File: config.mk
export PLATFORM = sky130hd
export DESIGN_NAME = cdb_driver
export DESIGN_NICKNAME = d
export VERILOG_FILES = /design/src/rtl/cdb_driver.sv
export SDC_FILE = /design/constraint.sdc
export NUM_CORES = 1
export LEC_CHECK = 0
export CAP_MARGIN = 20
export CORE_UTILIZATION = 35
export DETAILED_ROUTE_END_ITERATION = 8
export PLACE_DENSITY = 0.53
export SLEW_MARGIN = 5
export SYNTH_ARGS = -nofsm -noshare
export SYNTH_HDL_FRONTEND = slang
export SYNTH_SLANG_ARGS = --single-unit
File: constraint.sdc
create_clock -name CLK -period 6.7 [get_ports CLK]
set_clock_uncertainty 0.1 [all_clocks]
set_input_delay 1.34 -clock CLK [delete_from_list [all_inputs] [get_ports CLK]]
set_output_delay 1.34 -clock CLK [all_outputs]
set_load 0.005 [all_outputs]
File: src/rtl/cdb_driver.sv
// CDB producer: four lanes, each a two-source round-robin front end over a FIFO.
// Optional macro CDB_BYPASS_EN lets a result into an empty lane skip the FIFO.
module cdb_driver #(
    parameter int DEPTH = 4
) (
    input  logic         CLK,
    input  logic         Reset,
    input  logic         Flush,
    input  logic [7:0]   in_valid,
    input  logic [23:0]  in_tag,
    input  logic [255:0] in_value,
    input  logic [7:0]   in_wb,
    output logic [7:0]   in_ready,
    output logic [147:0] CDB,
    output logic         DP_WriteBack,
    output logic         MEM_WriteBack
);
    localparam int PW = $clog2(DEPTH);
    localparam int CW = PW + 1;

    logic [3:0] wb_all;
    logic       unused_wb;

    assign CDB[147:144]  = 4'b0;
    assign DP_WriteBack  = wb_all[0];
    assign MEM_WriteBack = wb_all[1];
    assign unused_wb     = ^wb_all[3:2];

    for (genvar l = 0; l < 4; l++) begin : g_lane
        localparam int SA = 2 * l;
        localparam int SB = 2 * l + 1;

        // entry layout: {wb, value[31:0], tag[2:0]}
        logic [35:0]   mem [DEPTH];
        logic [PW-1:0] rd_ptr;
        logic [PW-1:0] wr_ptr;
        logic [CW-1:0] count;
        logic [CW-1:0] free;
        logic          rr;
        logic [35:0]   cdb_q;
        logic          wb_q;

        logic [35:0] ent_a, ent_b, f_d, s_d;
        logic [35:0] e0, e1, q0, q1, head, bc_data;
        logic        rdy_a, rdy_b, xa, xb;
        logic        f_v, s_v, e0_v, e1_v;
        logic        q0_v, q1_v, bc_valid, pop;
        logic [1:0]  n_enq;

        assign ent_a = {in_wb[SA], in_value[32*SA +: 32], in_tag[3*SA +: 3]};
        assign ent_b = {in_wb[SB], in_value[32*SB +: 32], in_tag[3*SB +: 3]};
        assign head  = mem[rd_ptr];

        always_comb begin
            free  = CW'(DEPTH) - count;
            rdy_a = 1'b0;
            rdy_b = 1'b0;
            if (!Flush) begin
                if (free >= CW'(2)) begin
                    rdy_a = 1'b1;
                    rdy_b = 1'b1;
                end else if (free == CW'(1)) begin
                    rdy_a = !rr;
                    rdy_b = rr;
                end
            end
            xa = in_valid[SA] & rdy_a;
            xb = in_valid[SB] & rdy_b;

            // order the accepted results: priority source first
            f_v  = rr ? xb : xa;
            f_d  = rr ? ent_b : ent_a;
            s_v  = rr ? xa : xb;
            s_d  = rr ? ent_a : ent_b;
            e0_v = f_v | s_v;
            e0   = f_v ? f_d : s_d;
            e1_v = f_v & s_v;
            e1   = s_d;

            pop      = (count != '0);
            bc_valid = pop;
            bc_data  = head;
            q0_v     = e0_v;
            q0       = e0;
            q1_v     = e1_v;
            q1       = e1;
`ifdef CDB_BYPASS_EN
            if (count == '0) begin
                bc_valid = e0_v;
                bc_data  = e0;
                q0_v     = e1_v;
                q0       = e1;
                q1_v     = 1'b0;
            end
`endif
            n_enq = {1'b0, q0_v} + {1'b0, q1_v};
        end

        always_ff @(posedge CLK or posedge Reset) begin
            if (Reset) begin
                count  <= '0;
                rd_ptr <= '0;
                wr_ptr <= '0;
                rr     <= 1'b0;
                cdb_q  <= '0;
                wb_q   <= 1'b0;
            end else if (Flush) begin
                count  <= '0;
                rd_ptr <= '0;
                wr_ptr <= '0;
                rr     <= 1'b0;
                cdb_q  <= '0;
                wb_q   <= 1'b0;
            end else begin
                count  <= count + CW'(n_enq) - CW'(pop);
                rd_ptr <= rd_ptr + PW'(pop);
                wr_ptr <= wr_ptr + PW'(n_enq);
                rr     <= rr ^ f_v;
                cdb_q  <= bc_valid ? {bc_data[34:3], 1'b1, bc_data[2:0]} : '0;
                wb_q   <= bc_valid & bc_data[35];
            end
        end

        always_ff @(posedge CLK) begin
            if (q0_v)
                mem[wr_ptr] <= q0;
            if (q1_v)
                mem[wr_ptr + PW'(1)] <= q1;
        end

        assign in_ready[SA]    = rdy_a;
        assign in_ready[SB]    = rdy_b;
        assign CDB[36*l +: 36] = cdb_q;
        assign wb_all[l]       = wb_q;
    end

endmodule

Yosys cells after proc, flatten, opt, wreduce, memory -nomap -nowiden
Memories as Yosys holds them, arrays and structs flattened.
Index checks and enable logic that the tools add are counted.

storage, ports and cells
  register bits after elaboration = 178
  memory bits (writable) = 576
  input port bits = 299
  output and inout bits = 158
  logic and storage cells = 178
  memories = 4

memory list
  name           depth  width  read ports  clocked after memory_dff  write ports  RTL line  text
  g_lane[0].mem  4      36     1           0                         2            34        logic [35:0] mem [DEPTH];
  g_lane[1].mem  4      36     1           0                         2            34
  g_lane[2].mem  4      36     1           0                         2            34
  g_lane[3].mem  4      36     1           0                         2            34

cells by class
  add/subtract/negate cells = 28
  magnitude comparators = 4
  equal/unequal tests = 4
  mux-type cells = 86
  bitwise gates (word level) = 22
  reduce and logical (&&, ||, !) cells = 8

operators by type and width
  cell                 count
  $mux 36              20
  $mux 1               54
  $mux 2               8
  $and 1x1->1          14
  $add 3x2->3          4
  $eq 3x1->1 const B   4
  $ge 3x2->1 const B   4
  $mux 3               4
  $reduce_bool 3->1    4
  $sub 3x1->3          4
  $sub 3x3->3 const A  4
  $add 1x1->2          4
  $add 2x1->2          4
  $add 2x1->2 const B  4
  $add 2x2->2          4
  $logic_not 1->1      4
  $or 1x1->1           4
  $xor 1x1->1          4

Depth between registers and ports, before layout
  depth in word-level cells = 12
  depth in mapped cells = 14
  gate-level depth less buffers = 14

Least setup slack after synthesis
Ideal clock, no wire load.

  path type = in2reg
  from = in Flush
  to = mem g_lane[1].mem[1][0] (enable)
  library setup time = 0.484 ns
  data arrival time = 5.150 ns
  required time = 6.116 ns
  slack = 0.966 ns
  cell stages on the path = 6
  path buffers = 2
  path through = clkbuf_1 > clkbuf_1 > nor3_1 > inv_1 > ha_1 > a211oi_1

RTL lines
  element      RTL line  text
  from (decl)  8         input logic Flush,
  to (decl)    34

==> metrics.md <==
| Metric | Value |
|---|---|
| XOR/XNOR Fraction of Synth Area | `1.21%` |
| Number of synthesized flops with an enable pin | `568` |
| CP cell instances | `clkdlybuf4s50_1 -> mux2i_2 -> nor3_1 -> ha_1 -> nor2b_1 -> a2111oi_2 -> xnor2_4 -> buf_4 -> mux2_2` |
| Via count | `19100` |
| Worst-margin pin slew | `approximately 1000 ps` |
| Die W | `323 um` |
| Num CTS Buffers | `89` |
| Skew-Pair Late Insertion Delay | `around 650 ps` |
| Share of cells above drive strength 1 | `approximately 36%` |
| Total GRT Usage | `17.5%` |
| Placer Congestion | `0.731` |
| # nets final | `2815` |
| Overall power | `21.1 mW` |
| Via/cell ratio | `4.88` |
| Hold Buf Count CTS | `0` |
| Complex-gate fraction of the synthesized area | `less than 1%` |
| Synthesized area | `36100 um^2` |
| Gate Count Post-Synth | `about 2000` |
| Iter 0 DRT Violations | `939` |
| Status | `finished, final reports clean` |
| Delay-heaviest family, CP | `buffers and inverters` |
| Fmax | `221 MHz` |
| Power Density | `468 nW/um^2` |
| DR pass1 iterations | `5` |
| Placed cell count | `3739` |
| Post-synthesis simple-gate area fraction | `under 10%` |
| Antenna viol nets, final | `0` |
| Sum of negative setup slack | `0 ps` |
| Critical path depth in cells | `9` |
| Htree depth | `3` |
| Non-Filler Instances | `roughly 3900` |
| Post-CTS setup buffer count | `0` |
| Cell variety after synth | `39` |
| Core area | `between 100000 and 150000 um^2` |
| Final Routed Wirelength | `91900 um` |
| Async set or reset register ratio after synthesis | `23.9%` |
| Max cap viols | `0` |
| Hpwl dp | `54400 um` |
| Syn_area_per_cell | `18.1 um^2` |
| WL/cell | `23.5 um` |
| CP max FO | `21` |
| Most frequent cells in the layout | `edfxtp_1, clkdlybuf4s50_1, mux2_2, mux2_4, dfrtp_1` |
| IO buf count | `448` |
| DRC violations left | `0` |
| I/O pins | `457` |
| Mux contribution to synthesized area | `~30%` |
| Ys flop type | `edfxtp_1` |
| Die Y | `approximately 320 um` |
| Number of antenna violations at the first check in global routing | `13` |
| Final period util | `67.4%` |
| Most common cell after layout, fill and taps aside | `edfxtp_1` |
| Fin crit period | `4520 ps` |
| CTS tree | `done` |
| Sink Count | `746` |
| Leakage dissipation | `16.7 nW` |
| CP max stage cell | `xnor2_4` |
| PostCTS Resize Cnt | `0` |
| Vias in the first global route | `21300` |
| Peak supply drop | `0.000275 V` |
| WP data required | `7000 ps` |
| Synthesis-stage register bit count | `746` |
| CTS Root Cell | `clkbuf_16` |
| Initial Util | `a little over a third` |
| Fin. max-slew vios | `0` |
| RSZ-0062 raised after global routing | `false` |
| Critical Path Start Type | `input port` |
| Largest stage delay, worst path | `around 770 ps` |
| Rows | `117` |
| Worst setup EP type | `register` |
| CP Buf/Inv Count | `2` |
| WP data arrival | `just under 5000 ps` |
| Final Hold Viols | `0` |
| Reg2Reg Depth | `11` |
| First-pass GRT wire length | `135000 um` |
| Largest family of logic cells by synthesized area | `multiplexers` |
| Clock-pin slew on the worst setup and hold paths | `60 ps` |
| Area growth syn-to-layout | `25.1%` |
| Relative slew margins | `around 30%` |
| Largest net degree at the start of global routing | `94` |
| Yosys warns | `0` |
| Clock buffer depth | `3` |
| Synth Area in Adders | `1.89%` |
| Hold path depth | `3` |
| Share of the yosys chip area belonging to registers | `59.6%` |
| Endpoints failing setup | `0` |
| Hold crit path type | `register to register` |
| Total gr overflow | `0` |
| Die area | `between 100000 and 150000 um^2` |
| Critical path class | `input port to register` |
[per-layer routing]
layer	up-vias	track usage, %	part of all wire [%]
met4	14	4.95	2.2
met2	391	31.9	53
met5	-	0	0.10
met3	132	4.41	5.1
met1	9954	20.3	40
li1	8620	-	-
[Yosys cell counts (8+ instances only)]
cell type / n / area [um^2]
edfxtp_1: 568 / 17100
clkbuf_1: 35 / 131
mux4_2: 142 / 3200
a21o_1: 9 / 67.6
ha_1: 48 / 601
buf_2: 16 / 80.1
nor2_1: 27 / 101
dfrtp_1: 178 / 4450
and2_1: 144 / 901
mux2_2: 296 / 3330
xnor2_1: 16 / 140
nor4_2: 9 / 113
nor3_1: 8 / 40.0
a21oi_1: 12 / 60.1
mux2_1: 51 / 574
mux2_4: 221 / 3320
xnor2_2: 16 / 260
buf_6: 49 / 552
buf_4: 12 / 90.1
inv_1: 50 / 188
nor2b_1: 14 / 87.6
[layout make-up]
| type | instances | area, um^2 |
|---|---|---|
| fillers | 9001 | 56900 |
| diodes | 7 | 17.5 |
| well taps | 1368 | 1710 |
| multi-input cells | 1082 | 13800 |
| inverters | 50 | 195 |
| repair buffers | 495 | 4900 |
| clock buffers | 118 | 2470 |
| flip-flops and latches | 746 | 21500 |
| clock inverters | 48 | 505 |
[power breakdown]
group | total, mW | leakage (nW) | switching (mW) | internal, mW
clock | 4.93 | 1.46 | 1.96 | 2.97
sequential | 7.56 | 7.57 | 0.658 | 6.90
combinational | 8.64 | 7.63 | 3.99 | 4.65
[stage by stage]
stage	cell area [um^2]	hold slack (ps)	utilization (%)	setup WS [ps]
6_report	45100	548	44.2	2180
5_1_grt	45100	580	44.2	1950
4_1_cts	45100	566	44.2	2230
3_5_place_dp	42100	549	41.2	1510
3_3_place_gp	42100	533	41.2	1560
2_1_floorplan	36100	483	-	430
[tightest hold or removal path: cells and delay by family (launching register included)]
family / cells / cell delay, ps
xor+xnor: 2 / 220
flops: 1 / 360
simple gates: 1 / 40
[worst paths after layout]
kind / startpoint / to / slack, ps
min in group asynchronous: Reset / g_lane[2].cdb_q[7] / 1180
max reg2reg: g_lane[0].count[1] / g_lane[0].mem[3][1] / 2340
min: g_lane[0].count[2] / g_lane[0].count[2] / 550
max in group asynchronous: Reset / g_lane[2].cdb_q[20] / 4020
max: in_valid[1] / g_lane[0].mem[3][1] / 2180
min reg2reg: g_lane[0].count[2] / g_lane[0].count[2] / 550
[cells by family after synthesis]
group	after synthesis
buffers and inverters	167
XOR/XNOR	36
AND/OR/NAND/NOR	237
flip-flops	746
other	1
AO/OA/AOI/OAI	35
multiplexers	718
adder cells (fa/ha/maj)	52
[registers in the layout, summed over array words and instances (netlist names)]
signal,flops
DP_WriteBack,1
MEM_WriteBack,1
g_lane.cdb_q,144
g_lane.count,12
g_lane.mem,568
g_lane.rd_ptr,8
g_lane.rr,4
g_lane.wr_ptr,8
(Power assumes the default switching activity.)
